===== config.mk =====
export PLATFORM = sky130hd
export DESIGN_NAME = rgb332_fb_writer
export DESIGN_NICKNAME = d
export VERILOG_FILES = /design/src/rtl/cam_pkg.sv /design/src/rtl/window_counter.sv /design/src/rtl/rgb332_fb_writer.sv
export SDC_FILE = /design/constraint.sdc
export NUM_CORES = 1
export LEC_CHECK = 0
export ABC_AREA = 1
export ABC_CLOCK_PERIOD_IN_PS = 1430
export CORE_UTILIZATION = 44
export CTS_BUF_LIST = sky130_fd_sc_hd__clkbuf_8
export DETAILED_ROUTE_END_ITERATION = 6
export PLACE_DENSITY_LB_ADDON = 0.12
export SLEW_MARGIN = 20
export SYNTH_ARGS = -nofsm -noshare
export SYNTH_HDL_FRONTEND = slang
export SYNTH_SLANG_ARGS = --single-unit

===== constraint.sdc =====
create_clock -name pclk -period 1.43 [get_ports pclk]
set_input_delay 0.3575 -clock pclk [delete_from_list [all_inputs] [get_ports pclk]]
set_output_delay 0.3575 -clock pclk [all_outputs]
set_load 0.03 [all_outputs]

===== src/rtl/cam_pkg.sv =====
// Shared camera-path types: RGB332 pixel, source geometry defaults, and
// the frame-buffer writer state encoding.
package cam_pkg;

  localparam int unsigned SRC_W_DEF = 320;
  localparam int unsigned SRC_H_DEF = 240;

  typedef struct packed {
    logic [2:0] r;
    logic [2:0] g;
    logic [1:0] b;
  } rgb332_t;

  typedef enum logic [1:0] {
    ST_IDLE   = 2'd0,
    ST_SYNC   = 2'd1,
    ST_ACTIVE = 2'd2,
    ST_DONE   = 2'd3
  } fb_state_e;

endpackage


===== src/rtl/window_counter.sv =====
// Source x/y position tracking with saturation, plus crop-window membership
// and last-window-pixel flags for the current position.
module window_counter #(
  parameter int unsigned SRC_W = 320,
  parameter int unsigned SRC_H = 240,
  parameter int unsigned X0    = 80,
  parameter int unsigned Y0    = 60,
  parameter int unsigned W     = 160,
  parameter int unsigned H     = 120
) (
  input  logic clk_i,
  input  logic rst_i,
  input  logic clr_i,
  input  logic en_i,
  input  logic pix_valid_i,
  input  logic line_end_i,
  output logic in_win_c_o,
  output logic win_last_c_o
);

  localparam int unsigned XW = $clog2(SRC_W + 1);
  localparam int unsigned YW = $clog2(SRC_H + 1);

  logic [XW-1:0] x_q, x_d;
  logic [YW-1:0] y_q, y_d;

  // A pixel coincident with line_end belongs to the old line, so only the
  // line advance has to be applied here.
  always_comb begin
    x_d = x_q;
    y_d = y_q;
    if (clr_i) begin
      x_d = '0;
      y_d = '0;
    end else if (en_i) begin
      if (line_end_i) begin
        x_d = '0;
        if (y_q != YW'(SRC_H)) y_d = y_q + YW'(1);
      end else if (pix_valid_i && (x_q != XW'(SRC_W))) begin
        x_d = x_q + XW'(1);
      end
    end
  end

  always_ff @(posedge clk_i) begin
    if (rst_i) begin
      x_q <= '0;
      y_q <= '0;
    end else begin
      x_q <= x_d;
      y_q <= y_d;
    end
  end

  assign in_win_c_o = (x_q >= XW'(X0)) && (x_q < XW'(X0 + W)) &&
                      (y_q >= YW'(Y0)) && (y_q < YW'(Y0 + H));
  assign win_last_c_o = (x_q == XW'(X0 + W - 1)) && (y_q == YW'(Y0 + H - 1));

endmodule


===== src/rtl/rgb332_fb_writer.sv =====
// Crops a window from the RGB332 pixel stream and writes it into one of two
// frame RAM banks, always the bank the display reader is not scanning.
module rgb332_fb_writer
  import cam_pkg::*;
#(
  parameter int unsigned SRC_W  = SRC_W_DEF,
  parameter int unsigned SRC_H  = SRC_H_DEF,
  parameter int unsigned X0     = 80,
  parameter int unsigned Y0     = 60,
  parameter int unsigned W      = 160,
  parameter int unsigned H      = 120,
  parameter int unsigned ADDR_W = 16
) (
  input  logic              pclk,
  input  logic              reset,
  input  logic              vsync,
  input  logic              line_end,
  input  logic              pix_valid,
  input  rgb332_t           pix_data,
  input  logic              rd_bank,
  output rgb332_t           data,
  output logic [ADDR_W-1:0] wraddress,
  output logic              wren,
  output logic              wr_bank,
  output logic              frame_done
);

  localparam logic [ADDR_W-1:0] BANK1_BASE = ADDR_W'(W * H);

  fb_state_e         state_q, state_d;
  rgb332_t           data_q, data_d;
  logic [ADDR_W-1:0] waddr_q, waddr_d;
  logic [ADDR_W-1:0] addr_q, addr_d;
  logic              wren_q, wren_d;
  logic              bank_q, bank_d;
  logic              done_q, done_d;

  logic sync_fall_c;
  logic write_c;
  logic in_win_c;
  logic win_last_c;

  assign sync_fall_c = (state_q == ST_SYNC) && !vsync;
  assign write_c     = (state_q == ST_ACTIVE) && !vsync && pix_valid && in_win_c;

  window_counter #(
    .SRC_W(SRC_W),
    .SRC_H(SRC_H),
    .X0   (X0),
    .Y0   (Y0),
    .W    (W),
    .H    (H)
  ) u_win (
    .clk_i       (pclk),
    .rst_i       (reset),
    .clr_i       (sync_fall_c),
    .en_i        ((state_q == ST_ACTIVE) && !vsync),
    .pix_valid_i (pix_valid),
    .line_end_i  (line_end),
    .in_win_c_o  (in_win_c),
    .win_last_c_o(win_last_c)
  );

  always_ff @(posedge pclk) begin
    if (reset) state_q <= ST_IDLE;
    else       state_q <= state_d;
  end

  // vsync from any state other than SYNC aborts whatever was in progress.
  always_comb begin
    state_d = state_q;
    case (state_q)
      ST_IDLE:   if (vsync) state_d = ST_SYNC;
      ST_SYNC:   if (!vsync) state_d = ST_ACTIVE;
      ST_ACTIVE: begin
        if (vsync)                        state_d = ST_SYNC;
        else if (write_c && win_last_c)   state_d = ST_DONE;
      end
      ST_DONE:   if (vsync) state_d = ST_SYNC;
      default:   state_d = ST_IDLE;
    endcase
  end

  always_comb begin
    data_d  = data_q;
    waddr_d = waddr_q;
    addr_d  = addr_q;
    bank_d  = bank_q;
    wren_d  = 1'b0;
    done_d  = 1'b0;
    if (sync_fall_c) begin
      bank_d = ~rd_bank;
      addr_d = bank_d ? BANK1_BASE : '0;
    end
    if (write_c) begin
      wren_d  = 1'b1;
      data_d  = pix_data;
      waddr_d = addr_q;
      addr_d  = addr_q + ADDR_W'(1);
      done_d  = win_last_c;
    end
  end

  always_ff @(posedge pclk) begin
    if (reset) begin
      data_q  <= '0;
      waddr_q <= '0;
      addr_q  <= '0;
      wren_q  <= 1'b0;
      bank_q  <= 1'b0;
      done_q  <= 1'b0;
    end else begin
      data_q  <= data_d;
      waddr_q <= waddr_d;
      addr_q  <= addr_d;
      wren_q  <= wren_d;
      bank_q  <= bank_d;
      done_q  <= done_d;
    end
  end

  assign data       = data_q;
  assign wraddress  = waddr_q;
  assign wren       = wren_q;
  assign wr_bank    = bank_q;
  assign frame_done = done_q;

endmodule


==> reports/results.md <==
| Result | Value |
|:---|:---|
| Vias after detailed routing | 3,220 |
| Warnings, synthesis | 0 |
| Via-to-Cell Ratio | 4.98 |
| Number of cells after detailed placement | 625 |
| Filler Cell Count | 599 |
| Worst-path cell with the longest stage delay | sky130_fd_sc_hd__dfxtp_2 |
| Setup slack of the critical path after layout | -101 ps |
| Slew Viols, Final | 0 |
| Hold WC Path Type | reg2reg |
| DRC errors left | 0 |
| Crit Path Category | reg2reg |
| Post-Route Utilization | 64.2% |
| Internal reg-to-reg setup slack | -100 ps |
| Max IR drop VDD | 0.730 mV |
| Yosys reg bits | 62 |
| Total CTS buffers | 9 |
| Average wire per cell in the routed design | 11.8 um |
| Distinct cell type count of the synthesized netlist | 35 |
| Seq. cell area | 1250 um2 |
| Crit path DAT | 1810 ps |
| Most common library cell in the layout ignoring fill and taps | sky130_fd_sc_hd__nand2_1 |
| Max-slew headroom at the worst pin | 74.9% |
| Clock tree root driver cell | sky130_fd_sc_hd__clkbuf_8 |
| Estimated wirelength of the detail-placed design | 5510 um |
| Pin count of the biggest net entering global routing | 30 |
| Number of cell rows | 30 |
| Final ANT Viol Nets | 0 |
| Synth Net Count | 467 |
| Cell-by-cell listing of the critical path | inv_2, ha_4, nand2_4, nor2_4, nand2_2, nor2_4, nand2_8, buf_4, a21o_1, a21oi_1 |
| X dimension of the die | 86.7 um |
| Sort of element at the end of the critical path | flop |
| Pwr per Cell Area | 1010 nW/um2 |
| Fin nets | 568 |
| CTS tree | done |
| Post-route non-filler standard cell count | 647 |
| Overall fraction of global-route tracks in use | 22.1% |
| Routability congestion estimate | 0.893 |
| Die Height | 86.7 um |
| Worst-Margin Slew | 373 ps |
| Number of diodes | 0 |
| Fin Setup TNS | -2760 ps |
| Max frequency | 0.653 GHz |
| Final setup violation count | 44 |
| Largest fanout on the critical path | 8 |
| Fraction of layout cells with a size suffix above 1 | 29.2% |
| Register clock-pin slew on the reported worst setup and hold paths | 70 ps |
| Vias in the first global route | 2,876 |
| Most frequent cell on the critical path | sky130_fd_sc_hd__nor2_4 |
| Biggest cell delay along the critical path | 350 ps |
| Max Clock Skew | 13.5 ps |
| IO buf count | 40 |
| Number of hold-slack violations in the final timing report | 0 |
| Commonest cells after routing, fill and taps aside | 81 x sky130_fd_sc_hd__nand2_1, 64 x sky130_fd_sc_hd__nor2_1, 56 x sky130_fd_sc_hd__buf_4 |
| Cell Area, Synth | 3160 um2 |
| CTS H-Tree Depth | 3 |
| Max Root-Sink Buffers | 2 |
| Type of origin of the critical path | flop |
| Final worst path period share | 107% |
| Run status | finished with violations |
| Starting utilization of the core area | 46.0% |
| Count of maximum capacitance violations | 0 |
| Multi-input gate area in the final layout | 1740 um2 |
| Minimum clock period | 1530 ps |
| Post-cts hold buffer count | 0 |
| Initial antenna violation count | 0 |
| Total iterations of the first detailed-routing run | 4 |
| Core area | 6870 um2 |
| Failing checks | negative setup slack |
| Remaining Overflow, GRT | 0 |
| Clock network latency to the later pin of the worst-skew pair | 340 ps |
| Io pins | 41 |
| CTS sink count | 62 |
| Number of DRC markers in iteration 0 | 162 |
| Number of cells produced by synthesis | 445 |
| Layout area overhead | 39.7% |
| Post-placement worst setup slack | -529 ps |
| Static power due to leakage | 1.81 nW |
| Avg Inst Size Synth | 7.10 um2 |
| Post-synthesis sequential area ratio | 39.3% |
| Required time at the worst-slack endpoint | 1710 ps |
| Post-Route WL | 7610 um |
| RSZ-0062 raised after global routing | true |
| Die Outline Area | 7520 um2 |
| Wire length of the first global-routing pass | 13,000 um |
==> kinds of logic (layout without fill, tap and decap cells) <==
logic type	after synthesis	in the layout	share of synthesized area [%]
compound gates	80	80	13.9
xor+xnor	7	7	1.94
fa+ha+maj	8	8	3.17
buf+inv	67	173	9.19
flops	62	62	39.3
mux	1	1	0.317
simple gates	220	220	32.2
==> cell type report <==
cell class	count	share of cell area, %
multi-input cells	316	39.4
clock buffers	10	3.12
inverters	54	5.36
well taps	96	2.72
repair buffers	103	18.9
flip-flops and latches	62	28.3
clock inverters	6	2.10
==> synth_stat cells <==
master / instances / area, um2
sky130_fd_sc_hd__a21o_1: 1 / 7.51
sky130_fd_sc_hd__a21oi_1: 31 / 155
sky130_fd_sc_hd__a21oi_2: 7 / 61.3
sky130_fd_sc_hd__buf_2: 4 / 20.0
sky130_fd_sc_hd__buf_4: 3 / 22.5
sky130_fd_sc_hd__buf_6: 2 / 22.5
sky130_fd_sc_hd__clkbuf_1: 3 / 11.3
sky130_fd_sc_hd__clkbuf_2: 1 / 5.00
sky130_fd_sc_hd__clkinv_2: 1 / 5.00
sky130_fd_sc_hd__dfxtp_1: 62 / 1240
sky130_fd_sc_hd__ha_1: 8 / 100
sky130_fd_sc_hd__inv_1: 49 / 184
sky130_fd_sc_hd__inv_2: 3 / 11.3
sky130_fd_sc_hd__inv_6: 1 / 8.76
sky130_fd_sc_hd__mux2i_1: 1 / 10.0
sky130_fd_sc_hd__nand2_1: 83 / 312
sky130_fd_sc_hd__nand2_2: 5 / 31.3
sky130_fd_sc_hd__nand2_8: 1 / 20.0
sky130_fd_sc_hd__nand3_1: 25 / 125
sky130_fd_sc_hd__nand3_2: 7 / 70.1
sky130_fd_sc_hd__nand3b_1: 1 / 7.51
sky130_fd_sc_hd__nand4_1: 12 / 75.1
sky130_fd_sc_hd__nor2_1: 71 / 267
sky130_fd_sc_hd__nor2_2: 1 / 6.26
sky130_fd_sc_hd__nor2_4: 2 / 22.5
sky130_fd_sc_hd__nor2_8: 1 / 20.0
sky130_fd_sc_hd__nor3_1: 9 / 45.0
sky130_fd_sc_hd__nor3_2: 1 / 10.0
sky130_fd_sc_hd__o211ai_1: 1 / 7.51
sky130_fd_sc_hd__o21a_1: 1 / 7.51
sky130_fd_sc_hd__o21ai_0: 31 / 155
sky130_fd_sc_hd__o21ai_1: 7 / 35.0
sky130_fd_sc_hd__o21ai_2: 1 / 8.76
sky130_fd_sc_hd__or2_1: 1 / 6.26
sky130_fd_sc_hd__xor2_1: 7 / 61.3
==> timing repair <==
| item | 4_1_cts | 5_1_grt |
|---|---|---|
| setup endpoints to repair | 86 | 83 |
| hold endpoints to repair | 0 | 0 |
| pin swaps | 6 | 6 |
| buffers inserted | 3 | 3 |
| resized for setup | 82 | 50 |
| cloned | 0 | 0 |
==> metal layers <==
layer / GRT usage, % / part of all wire, % / up-vias
li1: - / - / 1640
met1: 30.1 / 49 / 1475
met2: 35.0 / 44 / 93
met3: 3.52 / 5.3 / 12
met4: 9.09 / 1.6 / 0
met5: 0 / 0 / -
==> path summary, 6_finish.rpt <==
check	startpoint	end	depth (start not counted)
setup / recovery	state_q[0]	addr_q[6]	10
hold / removal	u_win.y_q[0]	u_win.y_q[0]	2
setup reg to reg	state_q[0]	addr_q[6]	10
hold reg to reg	u_win.y_q[0]	u_win.y_q[0]	2
==> critical path, delay by kind of cell (launching register included) <==
family	cells	cell delay, ps
AO/OA/AOI/OAI	2	260
AND/OR/NAND/NOR	5	510
buffers and inverters	2	210
flip-flops	1	350
adder cells (fa/ha/maj)	1	130
==> state kept, by name, summed over array words and instances (netlist names) <==
signal      cells
u_win.y_q       8
state_q         2
wr_bank         1
frame_done      1
u_win.x_q       9
wren            1
data            8
addr_q         16
wraddress      16
==> through the flow <==
stage                     total power (W)  hold slack [ps]  instance area [um2]
after floorplan                   0.00228              447                 3180
after detailed placement          0.00257              471                 4080
final                             0.00444              473                 4410
after CTS                         0.00441              483                 4400
after global placement            0.00255              464                 4080
after global routing              0.00465              502                 4410
==> power by group <==
part           internal (W)  switching, W  leakage (nW)  total, W
clock               0.00104      0.000724         0.109   0.00176
combinational      0.000385      0.000441          1.20  0.000826
sequential          0.00179     0.0000596         0.503   0.00185
total               0.00321       0.00123          1.81   0.00444
Note: power is estimated with default switching activity, not from simulation.
